## src/rtl/trigger_bank_sequencer.sv

```systemverilog
// Command-driven sequencer for a bank of WIDTH JK triggers (load/set/clear/toggle/count/shift).
// Optional COUNT_DOWN for opcode 111 is enabled by defining TRIG_SEQ_COUNT_DOWN_EN.
module trigger_bank_sequencer #(
  parameter int WIDTH = 4,
  parameter int CNT_W = 8
) (
  input  logic             Clock,
  input  logic             Reset_n,
  input  logic             Cmd_valid,
  output logic             Cmd_ready,
  input  logic [2:0]       Cmd_op,
  input  logic [WIDTH-1:0] Cmd_arg,
  input  logic [CNT_W-1:0] Cmd_len,
  output logic [WIDTH-1:0] J,
  output logic [WIDTH-1:0] K,
  output logic [WIDTH-1:0] Q,
  output logic             Busy,
  output logic             Done,
  output logic             Err
);

  typedef enum logic {
    ST_IDLE = 1'b0,
    ST_RUN  = 1'b1
  } state_t;

  localparam logic [2:0] OP_NOP        = 3'b000;
  localparam logic [2:0] OP_LOAD       = 3'b001;
  localparam logic [2:0] OP_CLEAR      = 3'b010;
  localparam logic [2:0] OP_SET        = 3'b011;
  localparam logic [2:0] OP_TOGGLE     = 3'b100;
  localparam logic [2:0] OP_COUNT_UP   = 3'b101;
  localparam logic [2:0] OP_SHIFT_L    = 3'b110;
  localparam logic [2:0] OP_COUNT_DOWN = 3'b111;

`ifdef TRIG_SEQ_COUNT_DOWN_EN
  localparam logic COUNT_DOWN_EN = 1'b1;
`else
  localparam logic COUNT_DOWN_EN = 1'b0;
`endif

  state_t             state_reg, state_next;
  logic [2:0]         op_reg, op_next;
  logic [WIDTH-1:0]   arg_reg, arg_next;
  logic [CNT_W-1:0]   count_reg, count_next;
  logic [WIDTH-1:0]   q_reg, q_next;
  logic               done_reg, done_next;
  logic               err_reg, err_next;

  logic [WIDTH-1:0]   j_drive, k_drive;
  logic [WIDTH-1:0]   up_tgl, down_tgl, shift_nxt;
  logic               cmd_multi;

  // Count toggle masks: a bit flips when all lower bits are 1 (up) or all 0 (down)
  assign up_tgl[0]   = 1'b1;
  assign down_tgl[0] = 1'b1;
  generate
    for (genvar gi = 1; gi < WIDTH; gi++) begin : g_tgl
      assign up_tgl[gi]   = &q_reg[gi-1:0];
      assign down_tgl[gi] = ~|q_reg[gi-1:0];
    end
  endgenerate

  assign shift_nxt = {q_reg[WIDTH-2:0], arg_reg[0]};

  assign cmd_multi = (Cmd_op == OP_COUNT_UP) || (Cmd_op == OP_SHIFT_L) ||
                     (COUNT_DOWN_EN && (Cmd_op == OP_COUNT_DOWN));

  always_comb begin
    state_next = state_reg;
    op_next    = op_reg;
    arg_next   = arg_reg;
    count_next = count_reg;
    done_next  = 1'b0;
    err_next   = 1'b0;
    j_drive    = '0;
    k_drive    = '0;
    case (state_reg)
      ST_IDLE: begin
        if (Cmd_valid) begin
          op_next  = Cmd_op;
          arg_next = Cmd_arg;
          if (!cmd_multi) begin
            count_next = CNT_W'(1);
            state_next = ST_RUN;
          end else if (Cmd_len == '0) begin
            // Zero-length multi-cycle op completes without entering RUN
            count_next = '0;
            done_next  = 1'b1;
          end else begin
            count_next = Cmd_len;
            state_next = ST_RUN;
          end
        end
      end
      ST_RUN: begin
        case (op_reg)
          OP_LOAD:     begin j_drive = arg_reg;   k_drive = ~arg_reg;   end
          OP_CLEAR:    begin j_drive = '0;        k_drive = arg_reg;    end
          OP_SET:      begin j_drive = arg_reg;   k_drive = '0;         end
          OP_TOGGLE:   begin j_drive = arg_reg;   k_drive = arg_reg;    end
          OP_COUNT_UP: begin j_drive = up_tgl;    k_drive = up_tgl;     end
          OP_SHIFT_L:  begin j_drive = shift_nxt; k_drive = ~shift_nxt; end
`ifdef TRIG_SEQ_COUNT_DOWN_EN
          OP_COUNT_DOWN: begin j_drive = down_tgl; k_drive = down_tgl; end
`endif
          default:     begin j_drive = '0;        k_drive = '0;         end
        endcase
        count_next = count_reg - CNT_W'(1);
        if (count_reg <= CNT_W'(1)) begin
          state_next = ST_IDLE;
          done_next  = 1'b1;
`ifndef TRIG_SEQ_COUNT_DOWN_EN
          err_next   = (op_reg == OP_COUNT_DOWN);
`endif
        end
      end
      default: state_next = ST_IDLE;
    endcase
  end

  // Per-bit JK trigger: 00 hold, 01 reset, 10 set, 11 toggle
  generate
    for (genvar gi = 0; gi < WIDTH; gi++) begin : g_bank
      assign q_next[gi] = (j_drive[gi] && k_drive[gi]) ? ~q_reg[gi] :
                          j_drive[gi]                  ? 1'b1       :
                          k_drive[gi]                  ? 1'b0       : q_reg[gi];
    end
  endgenerate

  always_ff @(posedge Clock or negedge Reset_n) begin
    if (!Reset_n) begin
      state_reg <= ST_IDLE;
      op_reg    <= OP_NOP;
      arg_reg   <= '0;
      count_reg <= '0;
      q_reg     <= '0;
      done_reg  <= 1'b0;
      err_reg   <= 1'b0;
    end else begin
      state_reg <= state_next;
      op_reg    <= op_next;
      arg_reg   <= arg_next;
      count_reg <= count_next;
      q_reg     <= q_next;
      done_reg  <= done_next;
      err_reg   <= err_next;
    end
  end

  assign J         = j_drive;
  assign K         = k_drive;
  assign Q         = q_reg;
  assign Busy      = (state_reg == ST_RUN);
  assign Cmd_ready = (state_reg == ST_IDLE);
  assign Done      = done_reg;
  assign Err       = err_reg;

endmodule
```

## config.mk

```make
export PLATFORM = sky130hd
export DESIGN_NAME = trigger_bank_sequencer
export DESIGN_NICKNAME = d
export VERILOG_FILES = /design/src/rtl/trigger_bank_sequencer.sv
export SDC_FILE = /design/constraint.sdc
export NUM_CORES = 1
export LEC_CHECK = 0
export CELL_PAD_IN_SITES_DETAIL_PLACEMENT = 1
export CELL_PAD_IN_SITES_GLOBAL_PLACEMENT = 1
export CORE_MARGIN = 2
export CORE_UTILIZATION = 33
export CTS_BUF_LIST = sky130_fd_sc_hd__clkbuf_16
export CTS_CLUSTER_DIAMETER = 120
export DETAILED_ROUTE_END_ITERATION = 6
export HOLD_SLACK_MARGIN = 0.03
export PLACE_DENSITY_LB_ADDON = 0.1
export SLEW_MARGIN = 20
export SYNTH_ARGS = -nofsm -noshare
export SYNTH_HDL_FRONTEND = slang
export SYNTH_SLANG_ARGS = --single-unit
```

## constraint.sdc

```tcl
create_clock -name Clock -period 1.3 [get_ports Clock]
set_input_delay 0.195 -clock Clock [delete_from_list [all_inputs] [get_ports Clock]]
set_output_delay 0.195 -clock Clock [all_outputs]
set_load 0.05 [all_outputs]
```

==> impl_summary.log <==
[metrics] status: finished with violations
[metrics] violated checks: setup timing
[metrics] Avg Vias per Cell: 5.685
[metrics] cell types with the largest area share after synthesis: dfrtp_1 (39%), nand2_1 (6.8%), nor2b_1 (5.7%)
[metrics] cell occurring most often along the worst timing path: buf_4
[metrics] post-synthesis cell count: 168
[metrics] flip-flop and latch count after synthesis: 22
[metrics] initial antenna violation count: 0
[metrics] clock network latency to the later pin of the worst-skew pair: 0.26 ns
[metrics] TritonCTS Buffers: 3
[metrics] antenna-violating nets left: 0
[metrics] endpoint class of the critical path: output pin
[metrics] class of the most critical setup path: flip-flop to output pin
[metrics] share of layout cells above drive strength 1: 0.5412
[metrics] fin nets: 276
[metrics] final non-filler cell area: 2806 sq um
[metrics] clock tree from TritonCTS: built
[metrics] post-synthesis area per instance: 8.490 sq um
[metrics] maxcap violations: 0
[metrics] crit-path max FO: 6
[metrics] number of clock sinks: 22
[metrics] post-synthesis net count: 188
[metrics] sort of element at the start of the critical path: flip-flop
[metrics] Layout Area Growth over Synthesis: 96.75%
[metrics] count of buffers inserted at the top-level ports: 33
[metrics] final clock period utilization by the worst path: 1.464
[metrics] Max rail drop VDD: 0.001587 V
[metrics] number of synthesized flops with an enable pin: 0
[metrics] Clock Root Buffer: clkbuf_16
[metrics] maximum number of pins on one net before global-route repair: 23
[metrics] Synth top area share: 0.3860
[metrics] post-CTS clock slew at the launch and capture registers of the worst setup and hold paths: 0.07 ns
[metrics] global route overflow: 0
[metrics] standard-cell row count: 23
[metrics] die area: 4864 sq um
[metrics] DIE HEIGHT: 69.75 microns
[metrics] Hold Fails Final Rpt: 0
[metrics] number of DRC violations after detailed routing: 0
[metrics] PD cells: 2902 nW/um^2
[metrics] routed length per placed instance: 22.58 microns
[metrics] Largest register FFs: 8
[metrics] total design power: 8.144 mW
[metrics] slowest CP cell: dfrtp_2
[metrics] class of the most critical hold timing path: primary input to flip-flop
[metrics] CTS HTree Levels: 1
[metrics] pin slew with the least headroom to its limit: 0.3311 ns
[metrics] post-synthesis instance area: 1426 sq um
[metrics] clk buf depth: 2
[metrics] final worst-path setup slack: -0.6026 ns
[metrics] proportion of synthesized chip area in sequential cells: 0.3860
[metrics] count of placed standard cells in the final layout, fillers left out: 305
[metrics] number of detailed-route iterations in the first pass: 4
[metrics] wire length of the first global-routing pass: 9.618 mm
[metrics] sum of net half-perimeters after detailed placement: 3.632 mm
[metrics] Total Routed Length: 6.886 mm
[metrics] initial standard-cell utilization of the core: 0.3491
[metrics] leakage component of the power: 1.218 nW
[metrics] Placed Area: 2293 sq um
[metrics] cell type contributing the most total cell area after synthesis: dfrtp_1
[metrics] number of antenna repair diodes: 0
[metrics] arrival time at the worst endpoint: 1.71 ns
[metrics] Horiz. Die Dim: 69.75 microns
[metrics] global placement routability congestion: 0.9242
[metrics] series of cell instances along the critical path: buf_4 > and3_1 > nand3_2 > buf_4 > a31oi_4 > buf_12
[metrics] total core area: 4086 sq um
[metrics] global-route usage over all layers: 0.2489
[metrics] count of final max-slew check failures: 0
[metrics] vias: 1734
[metrics] RSZ-0062 raised after global routing: true
[metrics] number of cells in the design after placement: 280
[metrics] top-level port count: 34
[metrics] via count of the first global-routing pass: 1828
[metrics] library cells used by synthesis: 41
[metrics] Starting DRT DRC Count: 133
[metrics] async set-or-reset flop fraction in the synthesized netlist: 1.000
[metrics] Crit path largest cell delay: 0.43 ns
[metrics] CP Data Required Time: 1.11 ns
[metrics] Max-Slew Margin vs Limit: 0.7783
[metrics] maximum operating frequency: 525.6 MHz
[metrics] Final setup violation count: 19
[metrics] Worst Skew: 0.005583 ns
[metrics] top flip-flop cell by instance count after synthesis: dfrtp_1
[metrics] crit path time final: 1.903 ns
[metrics] number of warnings printed during yosys synthesis: 0
==> worst paths after layout <==
path,to,slack (ns),depth (start not counted),startpoint
min reg2reg,Q[3]$_DFFE_PN0P_,0.55,1,Q[3]$_DFFE_PN0P_
max reg2reg,Q[1]$_DFFE_PN0P_,-0.44,8,op_reg[2]$_DFFE_PN0P_
min in group asynchronous,Q[1]$_DFFE_PN0P_,0.29,2,Reset_n
min,op_reg[0]$_DFFE_PN0P_,0.23,3,Cmd_op[0]
max in group asynchronous,op_reg[2]$_DFFE_PN0P_,0.74,2,Reset_n
max,K[3],-0.60,6,op_reg[2]$_DFFE_PN0P_
==> where the power goes <==
group	switching, mW	internal (mW)	total [mW]
clock	0.270	0.411	0.681
combinational	3.04	2.97	6.01
sequential	0.431	1.02	1.45
==> per-layer routing <==
| metal | vias to the layer above | track usage | part of all wire |
|---|---|---|---|
| met1 | 890 | 0.3267 | 0.43 |
| met4 | 0 | 0.07051 | 0.015 |
| met3 | 14 | 0.04070 | 0.055 |
| met2 | 63 | 0.4231 | 0.50 |
| met5 | - | 0 | 0 |
| li1 | 767 | - | - |
==> through the flow <==
step | util | setup slack, ns | setup TNS, ns | hold slack, ns
after global routing | 0.6868 | -0.6251 | -6.852 | 0.2710
after detailed placement | 0.5612 | -0.3813 | -7.260 | 0.5467
after CTS | 0.6369 | -0.5138 | -4.414 | 0.3126
final | 0.6868 | -0.6026 | -6.038 | 0.2329
after floorplan | - | -0.3756 | -3.286 | -0.1006
after global placement | 0.5612 | -0.3146 | -5.741 | 0.5247
==> layout make-up <==
| type | instances | area [sq um] |
|---|---|---|
| fillers | 437 | 1280 |
| multi-input cells | 128 | 1065 |
| repair buffers | 94 | 1005 |
| flip-flops and latches | 22 | 559.3 |
| clock buffers | 3 | 75.07 |
| well taps | 50 | 62.56 |
| inverters | 7 | 36.28 |
| clock inverters | 1 | 3.754 |
==> placed cells by master, fill, tap and decap left out, types with 3 or more instances in the layout <==
cell type | netlist | routed
buf_4 | 2 | 49
nand2_1 | 26 | 23
buf_12 | 0 | 16
dfrtp_1 | 22 | 15
clkdlybuf4s50_1 | 0 | 14
buf_6 | 0 | 10
nor2b_1 | 13 | 9
dfrtp_2 | 0 | 7
nor2_1 | 9 | 7
a21oi_1 | 9 | 6
o21ai_1 | 8 | 4
o21ai_2 | 0 | 4
mux2i_1 | 5 | 4
a311oi_1 | 5 | 4
inv_2 | 0 | 3
nand3_2 | 0 | 3
nor2b_4 | 0 | 3
nand2_2 | 0 | 3
nand3_1 | 6 | 3
xor2_1 | 3 | 3
clkbuf_16 | 0 | 3
==> worst max-delay path: cells and delay by family, from the launching register on <==
kind	cells	cell delay (ns)
flops	1	0.43
buf+inv	3	0.48
compound gates	1	0.19
simple gates	2	0.35
==> cell usage after synthesis, drive strengths merged, types with 2 or more instances <==
cell / number
nand2: 26
dfrtp: 22
nor2b: 13
a21oi: 9
nor2: 9
o21ai: 9
inv: 7
buf: 6
nand3: 6
a311oi: 5
clkbuf: 5
mux2i: 5
a211o: 3
a211oi: 3
and2b: 3
nor3: 3
nor4: 3
xor2: 3
a21o: 2
a31oi: 2
and3: 2
ha: 2
nand3b: 2
nand4: 2
xnor2: 2
==> kinds of logic (layout without fill, tap and decap cells) <==
logic type | Yosys count | count (layout) | share of synthesized area
AND/OR/NAND/NOR | 74 | 74 | 0.2623
flip-flops | 22 | 22 | 0.3860
adder cells (fa/ha/maj) | 2 | 2 | 0.01754
AO/OA/AOI/OAI | 41 | 41 | 0.2044
multiplexers | 6 | 6 | 0.04298
buffers and inverters | 18 | 105 | 0.05614
XOR/XNOR | 5 | 5 | 0.03071
==> repair_timing <==
action	4_1_cts	5_1_grt
cloned	0	0
gates resized for setup	41	33
setup buffers	12	9
hold buffers	0	0
endpoints found under the setup margin	24	27
pin swaps	10	10
No activity file was read; power rests on OpenSTA's default activity.
